==> src/rtl/i2s_transmitter.sv <==
// Purpose: serialize the 16-bit mono NCO sample into a Philips I2S frame (same word in L and R slots).
// Latency: capture to first MSB on sdata is 1..2*SLOT_BITS BCLK periods (until next frame load) plus 1 BCLK.
// Backpressure: none; the strobe is never stalled, overrun/underrun pulses flag lost or repeated samples.
//
// Ports:
//   master_clk     in   system clock, rising edge
//   rst            in   asynchronous active-low reset
//   sample_clk_en  in   48 kHz single-cycle strobe, captures sample_in
//   sample_in      in   16-bit signed sample from the NCO
//   mute           in   sampled at frame load; forces a zero word
//   bclk           out  I2S bit clock
//   lrclk          out  word select (0 = left, 1 = right)
//   sdata          out  serial data, MSB first, one BCLK after each LRCLK edge
//   underrun       out  one-cycle pulse: frame loaded without a fresh sample
//   overrun        out  one-cycle pulse: held sample overwritten before load
module i2s_transmitter #(
  parameter int BCLK_HALF = 2,
  parameter int SLOT_BITS = 32
) (
  input  logic        master_clk,
  input  logic        rst,
  input  logic        sample_clk_en,
  input  logic [15:0] sample_in,
  input  logic        mute,
  output logic        bclk,
  output logic        lrclk,
  output logic        sdata,
  output logic        underrun,
  output logic        overrun
);

  localparam int DW         = (BCLK_HALF > 1) ? $clog2(BCLK_HALF) : 1;
  localparam int FRAME_BITS = 2 * SLOT_BITS;
  localparam int BW         = $clog2(FRAME_BITS);

  localparam logic [DW-1:0] DIV_LAST = DW'(BCLK_HALF - 1);
  localparam logic [BW-1:0] BIT_LAST = BW'(FRAME_BITS - 1);
  localparam logic [BW-1:0] SLOT_W   = BW'(SLOT_BITS);
  localparam logic [BW-1:0] MSB_POS  = BW'(16);

  logic [DW-1:0] div_cnt_q, div_cnt_d;
  logic          bclk_q, bclk_d;
  logic [BW-1:0] bit_cnt_q, bit_cnt_d;
  logic          lrclk_q, lrclk_d;
  logic          sdata_q, sdata_d;
  logic [15:0]   hold_q, hold_d;
  logic [15:0]   tx_word_q, tx_word_d;
  logic          fresh_q, fresh_d;
  logic          underrun_q, underrun_d;
  logic          overrun_q, overrun_d;

  logic          div_wrap;
  logic          fall_ev;
  logic          frame_load;
  logic [BW-1:0] bit_cnt_nxt;
  logic [BW-1:0] slot_pos;
  logic [BW-1:0] bit_idx;

  always_comb begin
    div_wrap    = (div_cnt_q == DIV_LAST);
    fall_ev     = div_wrap & bclk_q;
    // The load coincides with the fall event that wraps the bit counter.
    frame_load  = fall_ev & (bit_cnt_q == BIT_LAST);
    bit_cnt_nxt = frame_load ? '0 : bit_cnt_q + 1'b1;
    slot_pos    = (bit_cnt_nxt >= SLOT_W) ? bit_cnt_nxt - SLOT_W : bit_cnt_nxt;
    // Slot position 1 carries bit 15, position 16 carries bit 0.
    bit_idx     = MSB_POS - slot_pos;
  end

  always_comb begin
    div_cnt_d  = div_wrap ? '0 : div_cnt_q + 1'b1;
    bclk_d     = div_wrap ? ~bclk_q : bclk_q;
    bit_cnt_d  = bit_cnt_q;
    lrclk_d    = lrclk_q;
    sdata_d    = sdata_q;
    tx_word_d  = tx_word_q;
    hold_d     = hold_q;
    fresh_d    = fresh_q;

    if (fall_ev) begin
      bit_cnt_d = bit_cnt_nxt;
      lrclk_d   = (bit_cnt_nxt >= SLOT_W);
      sdata_d   = ((slot_pos != '0) && (slot_pos <= MSB_POS)) ? tx_word_q[bit_idx[3:0]] : 1'b0;
    end

    // Load first, then capture: on a collision the load takes the old
    // hold value and the new sample is left fresh for the next frame.
    if (frame_load) begin
      tx_word_d = mute ? 16'h0000 : hold_q;
      fresh_d   = 1'b0;
    end
    if (sample_clk_en) begin
      hold_d  = sample_in;
      fresh_d = 1'b1;
    end

    underrun_d = frame_load & ~fresh_q;
    overrun_d  = sample_clk_en & fresh_q & ~frame_load;
  end

  always_ff @(posedge master_clk or negedge rst) begin
    if (!rst) begin
      div_cnt_q  <= '0;
      bclk_q     <= 1'b0;
      bit_cnt_q  <= '0;
      lrclk_q    <= 1'b0;
      sdata_q    <= 1'b0;
      hold_q     <= 16'h0000;
      tx_word_q  <= 16'h0000;
      fresh_q    <= 1'b0;
      underrun_q <= 1'b0;
      overrun_q  <= 1'b0;
    end else begin
      div_cnt_q  <= div_cnt_d;
      bclk_q     <= bclk_d;
      bit_cnt_q  <= bit_cnt_d;
      lrclk_q    <= lrclk_d;
      sdata_q    <= sdata_d;
      hold_q     <= hold_d;
      tx_word_q  <= tx_word_d;
      fresh_q    <= fresh_d;
      underrun_q <= underrun_d;
      overrun_q  <= overrun_d;
    end
  end

  assign bclk     = bclk_q;
  assign lrclk    = lrclk_q;
  assign sdata    = sdata_q;
  assign underrun = underrun_q;
  assign overrun  = overrun_q;

endmodule

==> config.mk <==
export PLATFORM = sky130hd
export DESIGN_NAME = i2s_transmitter
export DESIGN_NICKNAME = d
export VERILOG_FILES = /design/src/rtl/i2s_transmitter.sv
export SDC_FILE = /design/constraint.sdc
export NUM_CORES = 1
export LEC_CHECK = 0
export BUFFER_PORTS_ARGS = -buffer_cell sky130_fd_sc_hd__buf_2
export CORE_AREA = 4 4 66 68
export CTS_CLUSTER_SIZE = 40
export DETAILED_ROUTE_END_ITERATION = 12
export DIE_AREA = 0 0 70 72
export PLACE_DENSITY = 0.76
export SLEW_MARGIN = 5
export SYNTH_ARGS = -nofsm -noshare
export SYNTH_HDL_FRONTEND = slang
export SYNTH_SLANG_ARGS = --single-unit
==> constraint.sdc <==
create_clock -name master_clk -period 2.1 [get_ports master_clk]
set_input_delay 0.105 -clock master_clk [delete_from_list [all_inputs] [get_ports master_clk]]
set_output_delay 0.105 -clock master_clk [all_outputs]
set_load 0.01 [all_outputs]
==> summary.txt <==
Worst skew pair latency - 290 ps
Design Power - 1670 uW
Largest net degree at the start of global routing - 22
Row count - 23
WS Path Type - reg2reg
Total negative setup slack - 0 ps
Core area - 3860 um2
Clock Tree Buf Depth - 2
Share of Yosys cell area claimed by the top area cell type - 54.3%
Leakage Power - 0.00107 uW
Crit. End Element - flip-flop
Initial antenna violation count - 0
Mapped cell area - 2070 um2
Slew Viols, Final - 0
I/O pin total - 25
Die W - 70 um
Max incr delay on CP - 450 ps
PwrDens - 709 nW/um2
FFs w/ async S/R, synth - 100%
WP depth - 6
Share of cells above drive strength 1 - 27.6%
CP top delay family - compound AO/OA/AOI/OAI gates
Reg2reg setup slack - 190 ps
Max-Cap Viols - 0
Routed Antenna Nets - 0
GRT Total Usage - 16.1%
Via count - 1404
CTS tree - done
Drt wl/cell - 13.2 um
Average size of a mapped cell - 10.8 um2
Comb pwr share - 5.7%
Worst EP arrival - 2100 ps
CP bufs+invs - 0
Yosys reg bits - 45
Met2 WL post-DR - 1.74 mm
Crit-path cells - and4_4 -> a41oi_4 -> nor2b_1 -> a211oi_1 -> o311a_1 -> o31ai_1
Synth Flop Type - dfrtp_1
Die area - 5040 um2
First-pass iteration count of the detailed router - 4
Number of flops mapped to enable cells by yosys - 0
Netlist cell types - 37
Mapped Cells - 192
Int Pwr - 1340 uW
Outcome - completed
Yosys warning count - 0
CTS Sinks - 45
Sw power - 328 uW
Critical path origin - bit_cnt_q[4]
Worst r2r src - bit_cnt_q[4]
CTS Root Cell - clkbuf_8
RSZ-0062 raised after global routing - no
Initial core utilization - 53.8%
RePlAce Congestion - 0.879
Residual DRC count - 0
Worst r2r path cells - 6
Peak supply drop - 0.567 mV
CTS buffer count - 5
Total gr overflow - 0
Fin area - 2350 um2
Cell Area, Placed - 2220 um2
ANT cells - 0
Top cells by area, synth - dfrtp_1 54%, mux2_2 9.2%, nand2_1 5.4%, o21ai_0 5.1%, nand2b_1 4.8%
Die span in y - 72 um
# setup viols final - 0
Worst reg2reg endpoint - sdata
Clock Skews - 5.07 ps
Worst relative slew slack - 69.5%
Met1 WL - 1.57 mm
Slew of the pin with the lowest slew margin - 457 ps
Max Freq - 524 MHz
Post-CTS Setup Bufs - 0
Port Buffers - 24
Post-route minimum period - 1910 ps
Worst endpoint required time - 2290 ps
Number of vias per cell - 5.26
Clock network power share - 39.5%
Net Sw Frac - 19.7%
Seq pwr share - 54.8%
DRC marker count from the first detailed-route iteration - 76
Drt total wl - 3.52 mm
First-pass GRT wire length - 6.40 mm
Net Count, Synth - 213
Hpwl dp - 2.58 mm
CTS H-tree lvls - 2
Hold Crit Class - in2reg
Critical-path top delay cell - dfrtp_1
Cell taking the most area after synthesis - dfrtp_1
Number of global-route vias before repair - 1440
Hold violation count in the final report - 0
Setup crit start kind - flip-flop
Crit-path max FO - 10
DR top layer - met4
Fin crit share - 90.8%
Post-layout nets - 237
Min Hold Slack - 42.4 ps
Worst setup endpoint - sdata
Layout area overhead - 13.5%
Worst-path clk slew - 80 ps
Sequential fraction of the synthesis area - 54.3%
Routed length on met3 - 118 um
-- stage by stage --
step / setup slack, ps / std cells / util, %
after floorplan: 318 / 192 / -
after global placement: 253 / 258 / 57.7
after detailed placement: 134 / 258 / 57.7
after CTS: 120 / 267 / 60.9
after global routing: 60.2 / 267 / 61.0
final: 193 / 267 / 61.0
-- sequential cells by signal (all words and copies together) (netlist names) --
name,count
overrun,1
div_cnt_q,1
sdata,1
tx_word_q,16
hold_q,16
bclk,1
bit_cnt_q,6
underrun,1
lrclk,1
fresh_q,1
-- power groups by stage --
stage / clock network (uW) / registers, uW / logic (uW)
global route: 722 / 919 / 108
CTS: 676 / 914 / 98.0
floorplan: 0 / 927 / 51.8
global placement: 0 / 930 / 92.5
finish: 659 / 913 / 94.7
detailed placement: 0 / 931 / 96.1
-- Yosys cell counts, drive strengths merged (2+ instances only) --
cell / number
nor2: 3
mux2: 17
nor2b: 4
nand2: 30
nand3: 3
xnor2: 2
buf: 5
a31oi: 2
mux2i: 3
and3: 2
a211oi: 3
nand2b: 16
clkbuf: 9
nand4: 2
o21ai: 21
inv: 2
a21oi: 7
dfrtp: 45
-- placed cells by master, fill, tap and decap left out, drive strengths merged, types with 3 or more instances in the layout --
master and instances:
nand2 30, nor2 3, nor2b 4, clkbuf 7
a211oi 3, buf 30, nand3 3, o21ai 21
mux2 17, dfrtp 45, mux2i 3, nand2b 16
a21oi 7
-- cell families after synthesis --
| family | synth area share (%) |
|---|---|
| AO/OA/AOI/OAI | 13.2 |
| XOR/XNOR | 1.27 |
| adder cells (fa/ha/maj) | 0.603 |
| buffers and inverters | 4.10 |
| flip-flops | 54.3 |
| multiplexers | 10.7 |
| AND/OR/NAND/NOR | 15.8 |
-- layer usage --
layer / track usage, % / up-vias
li1: - / 706
met1: 19.4 / 665
met2: 27.5 / 26
met3: 3.46 / 7
met4: 7.87 / 0
met5: 0 / -
-- worst min path at each step --
stage | startpoint | to | depth (start not counted)
floorplan | rst | bclk | 0
global placement | rst | bit_cnt_q[5] | 1
detailed placement | rst | bit_cnt_q[4] | 1
CTS | sample_in[13] | hold_q[13] | 2
global route | sample_in[7] | hold_q[7] | 2
finish | sample_in[13] | hold_q[13] | 2
-- what timing repair did --
item | CTS | global route
hold buffers | 1 | 0
setup endpoints to repair | 0 | 1
gates resized for setup | 0 | 1
endpoints found under the hold margin | 19 | 0
-- layout make-up --
type	count	area [um2]
inverter	2	7.51
clock buffer	7	86.3
timing repair buffer	31	175
tap	50	62.6
sequential	45	1130
multi-input combinational	131	865
fill	341	1500
clock inverter	1	30.0
Power figures use the tool's default switching activity.
